File: src/rtl/fetch_unit.sv
// Instruction-fetch stage: owns the PC, fetches from a combinational instruction
// memory into a small in-order queue, and hands entries to decode via valid/ready.
module fetch_unit #(
  parameter logic [31:0] RESET_PC = 32'h0000_0000,
  parameter int          DEPTH    = 2
) (
  input  logic        clk,
  input  logic        rst,
  output logic [31:0] iaddr,
  input  logic [31:0] idata,
  input  logic        redirect_valid,
  input  logic [31:0] redirect_pc,
  output logic        out_valid,
  input  logic        out_ready,
  output logic [31:0] out_pc,
  output logic [31:0] out_instr
);

  localparam int AW = (DEPTH > 1) ? $clog2(DEPTH) : 1;
  localparam int CW = AW + 1;
  localparam logic [CW-1:0] FULL = CW'(DEPTH);

  typedef struct packed {
    logic [31:0] pc;
    logic [31:0] instr;
  } fq_entry_t;

  fq_entry_t        r_q [DEPTH];
  logic [31:0]      r_pc;
  logic [AW-1:0]    r_rd_ptr;
  logic [AW-1:0]    r_wr_ptr;
  logic [CW-1:0]    r_count;

  logic             w_fetch;
  logic             w_valid;
  logic             w_deq;
  fq_entry_t        w_head;

  // Fetch only looks at the registered count, so a full queue stalls for a
  // cycle even if decode drains it in the same cycle.
  assign w_fetch = !redirect_valid && (r_count != FULL);
  assign w_valid = (r_count != '0) && !redirect_valid;
  assign w_deq   = w_valid && out_ready;
  assign w_head  = r_q[r_rd_ptr];

  assign iaddr     = r_pc;
  assign out_valid = w_valid;
  assign out_pc    = w_head.pc;
  assign out_instr = w_head.instr;

  always_ff @(posedge clk or negedge rst) begin
    if (!rst) begin
      r_pc     <= RESET_PC;
      r_rd_ptr <= '0;
      r_wr_ptr <= '0;
      r_count  <= '0;
      for (int i = 0; i < DEPTH; i++) r_q[i] <= '0;
    end else if (redirect_valid) begin
      r_pc     <= redirect_pc & 32'hFFFF_FFFC;
      r_rd_ptr <= '0;
      r_wr_ptr <= '0;
      r_count  <= '0;
    end else begin
      if (w_fetch) begin
        r_q[r_wr_ptr] <= '{pc: r_pc, instr: idata};
        r_wr_ptr      <= r_wr_ptr + AW'(1);
        r_pc          <= r_pc + 32'd4;
      end
      if (w_deq) r_rd_ptr <= r_rd_ptr + AW'(1);
      r_count <= r_count + CW'(w_fetch) - CW'(w_deq);
    end
  end

endmodule

File: config.mk
export PLATFORM = sky130hd
export DESIGN_NAME = fetch_unit
export DESIGN_NICKNAME = d
export VERILOG_FILES = /design/src/rtl/fetch_unit.sv
export SDC_FILE = /design/constraint.sdc
export NUM_CORES = 1
export LEC_CHECK = 0
export ABC_AREA = 1
export CAP_MARGIN = 30
export CORE_ASPECT_RATIO = 1.5
export CORE_MARGIN = 5
export CORE_UTILIZATION = 40
export DETAILED_ROUTE_END_ITERATION = 12
export GPL_TIMING_DRIVEN = 1
export HOLD_SLACK_MARGIN = 0.02
export SYNTH_ARGS = -nofsm -noshare
export SYNTH_HDL_FRONTEND = slang
export SYNTH_SLANG_ARGS = --single-unit
File: constraint.sdc
create_clock -name clk -period 2.6 [get_ports clk]
set_input_delay 0.52 -clock clk [delete_from_list [all_inputs] [get_ports clk]]
set_output_delay 0.52 -clock clk [all_outputs]
set_load 0.01 [all_outputs]
# Word level (Yosys, flattened, before mapping)
# Cells that the tools add are included.
# op_classes
addsub	5
magnitude_cmp	3
n_eq_ne	1
n_mux	13
bitwise	3
n_reduce_logical	9
# op_table
operator	count
64-bit two-way mux	4
128-bit bitwise mux	1
64-bit demux with 1-bit select	1
32-bit two-way mux	2
32-bit by 3-bit adder with 32-bit output, second input constant	1
2-bit nonzero test	3
2-bit greater-or-equal comparator, second input constant	2
1-bit logical AND	4
1-bit two-way mux	4
1-bit inverter with 2-bit output	2
1-bit adder, second input constant	2
2-bit by 1-bit adder with 2-bit output	1
2-bit by 1-bit < comparator with 1-bit output, second input constant	1
2-bit two-way mux	1
2-bit != test, second input constant	1
2-bit AND reduction	1
2-bit by 1-bit subtractor with 2-bit output	1
1-bit logical NOT	1
1-bit inverter	1
# word_totals
reg_bits	164
input_bits	68
output_inout_bits	97
word_cells	42

# Logic depth before layout (Yosys ltp)
# depth
word_depth	6
mapped_depth	10
mapped_depth_nobuf	9

# Least setup slack after synthesis
# OpenSTA, ideal clock, no wires.
# synth_path
kind	in2reg
from	input redirect_valid
to	register r_count[1]
setup_time_ps	132
arrival_time_ps	1466
t_required_ps	2468
setup_slack_ps	1003
path_stages	8
n_path_buf	0
path_cell_list	nor2_1 -> nand2_1 -> inv_1 -> ha_1 -> inv_1 -> ha_1 -> xor2_1 -> nor2_1
# synth_between
elab_chain_len	5
# synth_lines
item	line	source
start, declared	11	input logic redirect_valid,
1-bit logical NOT	41, 42	
1-bit logical AND, on equally long branches	41, 42	
2-bit by 1-bit adder with 2-bit output / 1-bit logical AND (equally long branches)	70, 43	
2-bit by 1-bit subtractor with 2-bit output	70	r_count <= r_count + CW'(w_fetch) - CW'(w_deq);
2-bit two-way mux *	58	end else if (redirect_valid) begin
end signal, assigned	70	
end, declared	32	logic [CW-1:0] r_count;
# Mark *: on every way between the ends. The rest lies on a longest branch, timed or not.
# A chain may end at the register's enable or synchronous reset.

# Worst setup path in the final report
# layout_path
from	register r_rd_ptr
to	output out_pc[25]
# layout_between
elab_chain_len	4
# layout_lines
item	line	source
start, declared	30	logic [AW-1:0] r_rd_ptr;
start signal, assigned	69	if (w_deq) r_rd_ptr <= r_rd_ptr + AW'(1);
1-bit inverter with 2-bit output (implied by the code)	44	assign w_head = r_q[r_rd_ptr];
64-bit two-way mux (implied by the code) (3 in a row)	44	
end, declared	15	output logic [31:0] out_pc,
# No other way between the ends. The select of a mux whose other input is x is not followed.

==> metrics.cfg <==
[sta]
timing.final.setup_violations = 0
fin_crit_ps = 2540
final.period_utilization_pct = 97.7
clock.fmax_mhz = 394
timing.clock.skew_ps = 7.70
whs_ps = 114
hold_viol = 0
setup_tns_ps = 0
final.setup.worst_slack_ps = 60.3
timing.max_slew.rel_slack_pct = 48.2
slew_of_the_pin_with_the_lowest_slew_margin_ps = 777
slew_violations = 0

[route]
router_iterations_before_antenna_repair = 4
postRouteWirelength_mm = 20.0
length_of_routed_wiring_on_met1_mm = 8.85
routed.top_layer = met4
sum_of_met3_wire_segment_lengths_after_detailed_routing_um = 656
total_drc_errors_in_the_routed_layout = 0
detailroute.via_count = 6178
wl_met2_mm = 10.0
wire_per_inst_um = 15.5
via_per_inst = 4.77
drt-initial-drc-count = 473
ant_nets = 0

[floorplan]
fp.dieArea_um2 = 23000
placementRows = 63
initial_utilization_pct = 40.5
die_height_um = 183
std_cell_core_area_um2 = 19700
die-width_um = 125
ios = 165

[pwr]
clockPowerShare_pct = 21.1
internal-power_uw = 7780
switching_share_of_power_pct = 36.0
p_sw_uw = 4380
power.share.combinational_pct = 43.9
vdd.ir_drop.worst_v = 0.000412
power_per_cell_area_nw_per_um2 = 1160
leakagePower_uw = 0.00484
power.share.sequential_pct = 35.0

[clock_tree]
max-clock-path-buffers = 2
cts-htree-levels = 4
cts_tree = yes
clock_sinks = 158
cts.hold.buffers_added = 0
clk_transition_reported_paths_ps = 60
clock_latency_late_sink_ps = 420
clock-root-buffer = sky130_fd_sc_hd__clkbuf_16
cts-buffers-inserted = 17

[yosys]
synth_cell_types = 34
synth-main-ff-cell = sky130_fd_sc_hd__dfrtp_1
ys_seq_area_share_pct = 49.5
synthesis.yosys.warnings = 0
synth_edf_count = 0
post_synth.cell_area_avg_um2 = 9.21
share_of_flip_flops_with_an_asynchronous_set_or_reset_after_synthesis_pct = 100
synthesis.instances = 867
post_synth_instance_area_um2 = 7990
synth-seq-cells = 158

[placed_design]
dpl.cell_count = 1261
dp.final_hpwl_mm = 14.0
dpl_worst_slack_ps = 314
gp_routability_congestion = 0.878
port_buffers = 158

[outcome]
outcome = completed

[global_routing]
number_of_antenna_violations_at_the_first_check_in_global_routing = 0
maximum_number_of_pins_on_one_net_before_global_route_repair = 81
grt_first_pass_wirelength_mm = 32.9
track_usage_pct = 17.7
via_count_of_the_first_global_routing_pass = 6327
grt.overflow.total = 0

[worst_setup_path]
crit_path_start_kind = flip-flop
critical_path.max_fanout = 31
critPathRequiredTime_ps = 2080
cp_data_arrival_time_ps = 2020
critPathKind = reg2out
worstSetupEndpointType = primary output

[finish]
finish.net_count = 1093
fill_cells = 1869
layout_cells_sized_above_1_pct = 20.8
n_antenna_cell = 0
flow.area_growth_from_synthesis_pct = 30.7
final-instance-count-excl-fill = 1295

[hold_path]
min-delay-path-class = in2async

[job]
maxCapViolations = 0

flip-flops by register name (all words and copies together) (netlist names):
name,cells
r_rd_ptr,1
r_q,124
iaddr,30
r_wr_ptr,1
r_count,2
worst max-delay path, cell delays in order (launching register included):
cell and delay (ps):
sky130_fd_sc_hd__dfrtp_2 490, sky130_fd_sc_hd__buf_16 240, sky130_fd_sc_hd__mux2_2 360, sky130_fd_sc_hd__clkdlybuf4s50_1 490
stage by stage:
stage | utilization [%] | cell area [um^2] | total power [uW]
final | 53.0 | 10400 | 12200
after CTS | 52.9 | 10400 | 12400
after detailed placement | 49.8 | 9810 | 9800
after global placement | 49.8 | 9810 | 9750
after floorplan | - | 8000 | 7430
after global routing | 53.0 | 10400 | 13000
routing by layer:
| layer | vias to the layer above | GRT usage (%) |
|---|---|---|
| li1 | 3119 | - |
| met1 | 2906 | 22.5 |
| met3 | 25 | 3.32 |
| met5 | - | 0 |
| met4 | 0 | 7.03 |
| met2 | 128 | 30.1 |
path summary, 6_finish.rpt:
path                                       from               endpoint  slack [ps]  cells after the start
min                                         rst   iaddr[5]$_DFFE_PN0N_         110                      1
max in group asynchronous                   rst   r_q[118]$_DFFE_PN0P_        1800                      2
min in group clk           r_q[116]$_DFFE_PN0P_   r_q[116]$_DFFE_PN0P_         480                      2
max reg2reg                iaddr[3]$_DFFE_PN0N_  iaddr[18]$_DFFE_PN0N_         680                      7
min reg2reg                r_q[116]$_DFFE_PN0P_   r_q[116]$_DFFE_PN0P_         480                      2
max                        r_rd_ptr$_DFFE_PN0P_             out_pc[25]          60                      3
logic make-up (layout without fill, tap and decap cells):
group / count (synthesis) / count (layout) / share of synthesized area (%)
AOI/OAI and AO/OA: 160 / 160 / 12.9
xor gates and xnor gates: 13 / 13 / 1.43
adders and majority gates: 3 / 3 / 0.470
buffers and inverters: 125 / 290 / 7.97
DFF: 158 / 158 / 49.5
muxes: 62 / 62 / 8.74
other: 1 / 4 / 0.0469
and+or+nand+nor: 345 / 345 / 18.9
power groups by stage:
stage	Combinational, uW	Clock [uW]	Sequential, uW
2_1_floorplan	3300	0	4130
3_3_place_gp	5510	0	4240
3_5_place_dp	5530	0	4280
4_1_cts	5450	2650	4260
5_1_grt	5870	2740	4400
6_report	5330	2570	4250
synth_stat cells, types with 3 or more instances:
cell                       number  share of area, %
sky130_fd_sc_hd__a21oi_1        5              0.31
sky130_fd_sc_hd__a22oi_1       14               1.3
sky130_fd_sc_hd__buf_12         5               1.3
sky130_fd_sc_hd__buf_2         12              0.75
sky130_fd_sc_hd__buf_4         13               1.2
sky130_fd_sc_hd__clkbuf_1       9              0.42
sky130_fd_sc_hd__dfrtp_1      158                49
sky130_fd_sc_hd__ha_1           3              0.47
sky130_fd_sc_hd__inv_1         78               3.7
sky130_fd_sc_hd__mux2_2        62               8.7
sky130_fd_sc_hd__nand2_1      212                10
sky130_fd_sc_hd__nand2_2       39               3.1
sky130_fd_sc_hd__nand3_1       33               2.1
sky130_fd_sc_hd__nor2_1        47               2.2
sky130_fd_sc_hd__nor2_2         5              0.39
sky130_fd_sc_hd__o21ai_0       84               5.3
sky130_fd_sc_hd__o21ai_2       50               5.5
sky130_fd_sc_hd__xor2_1        12               1.3
final cells by class:
| cell class | instances | area (um^2) | share of cell area (%) |
|---|---|---|---|
| Sequential cell | 158 | 3960 | 37.9 |
| Multi-Input combinational cell | 587 | 3410 | 32.7 |
| Timing Repair Buffer | 178 | 1840 | 17.6 |
| Clock buffer | 20 | 447 | 4.28 |
| Tap cell | 260 | 325 | 3.11 |
| Inverter | 80 | 300 | 2.87 |
| Clock inverter | 12 | 161 | 1.55 |
layout by cell type (no fill, tap or decap), drive strengths merged:
cell type,netlist,routed
bufinv,0,3
o21ai,135,135
conb,1,4
o21bai,1,1
dlymetal6s2s,0,3
nand3,33,33
inv,80,82
ha,3,3
o211ai,1,1
a31oi,2,2
a22oi,14,14
xor2,12,12
o22ai,2,2
clkdlybuf4s50,0,133
clkbuf,11,20
nand4,2,2
nor2,54,54
buf,34,21
and2,2,2
xnor2,1,1
nand2,254,254
clkinv,0,4
a21oi,5,5
clkinvlp,0,3
mux2,62,62
dfrtp,158,158
dlygate4sd2,0,21
what timing repair did:
item / CTS / global route
setup endpoints to repair: 40 / 17
gates cloned: 1 / 0
gates resized for setup: 23 / 3
buffers inserted: 0 / 1
No activity file was read; power rests on OpenSTA's default activity.
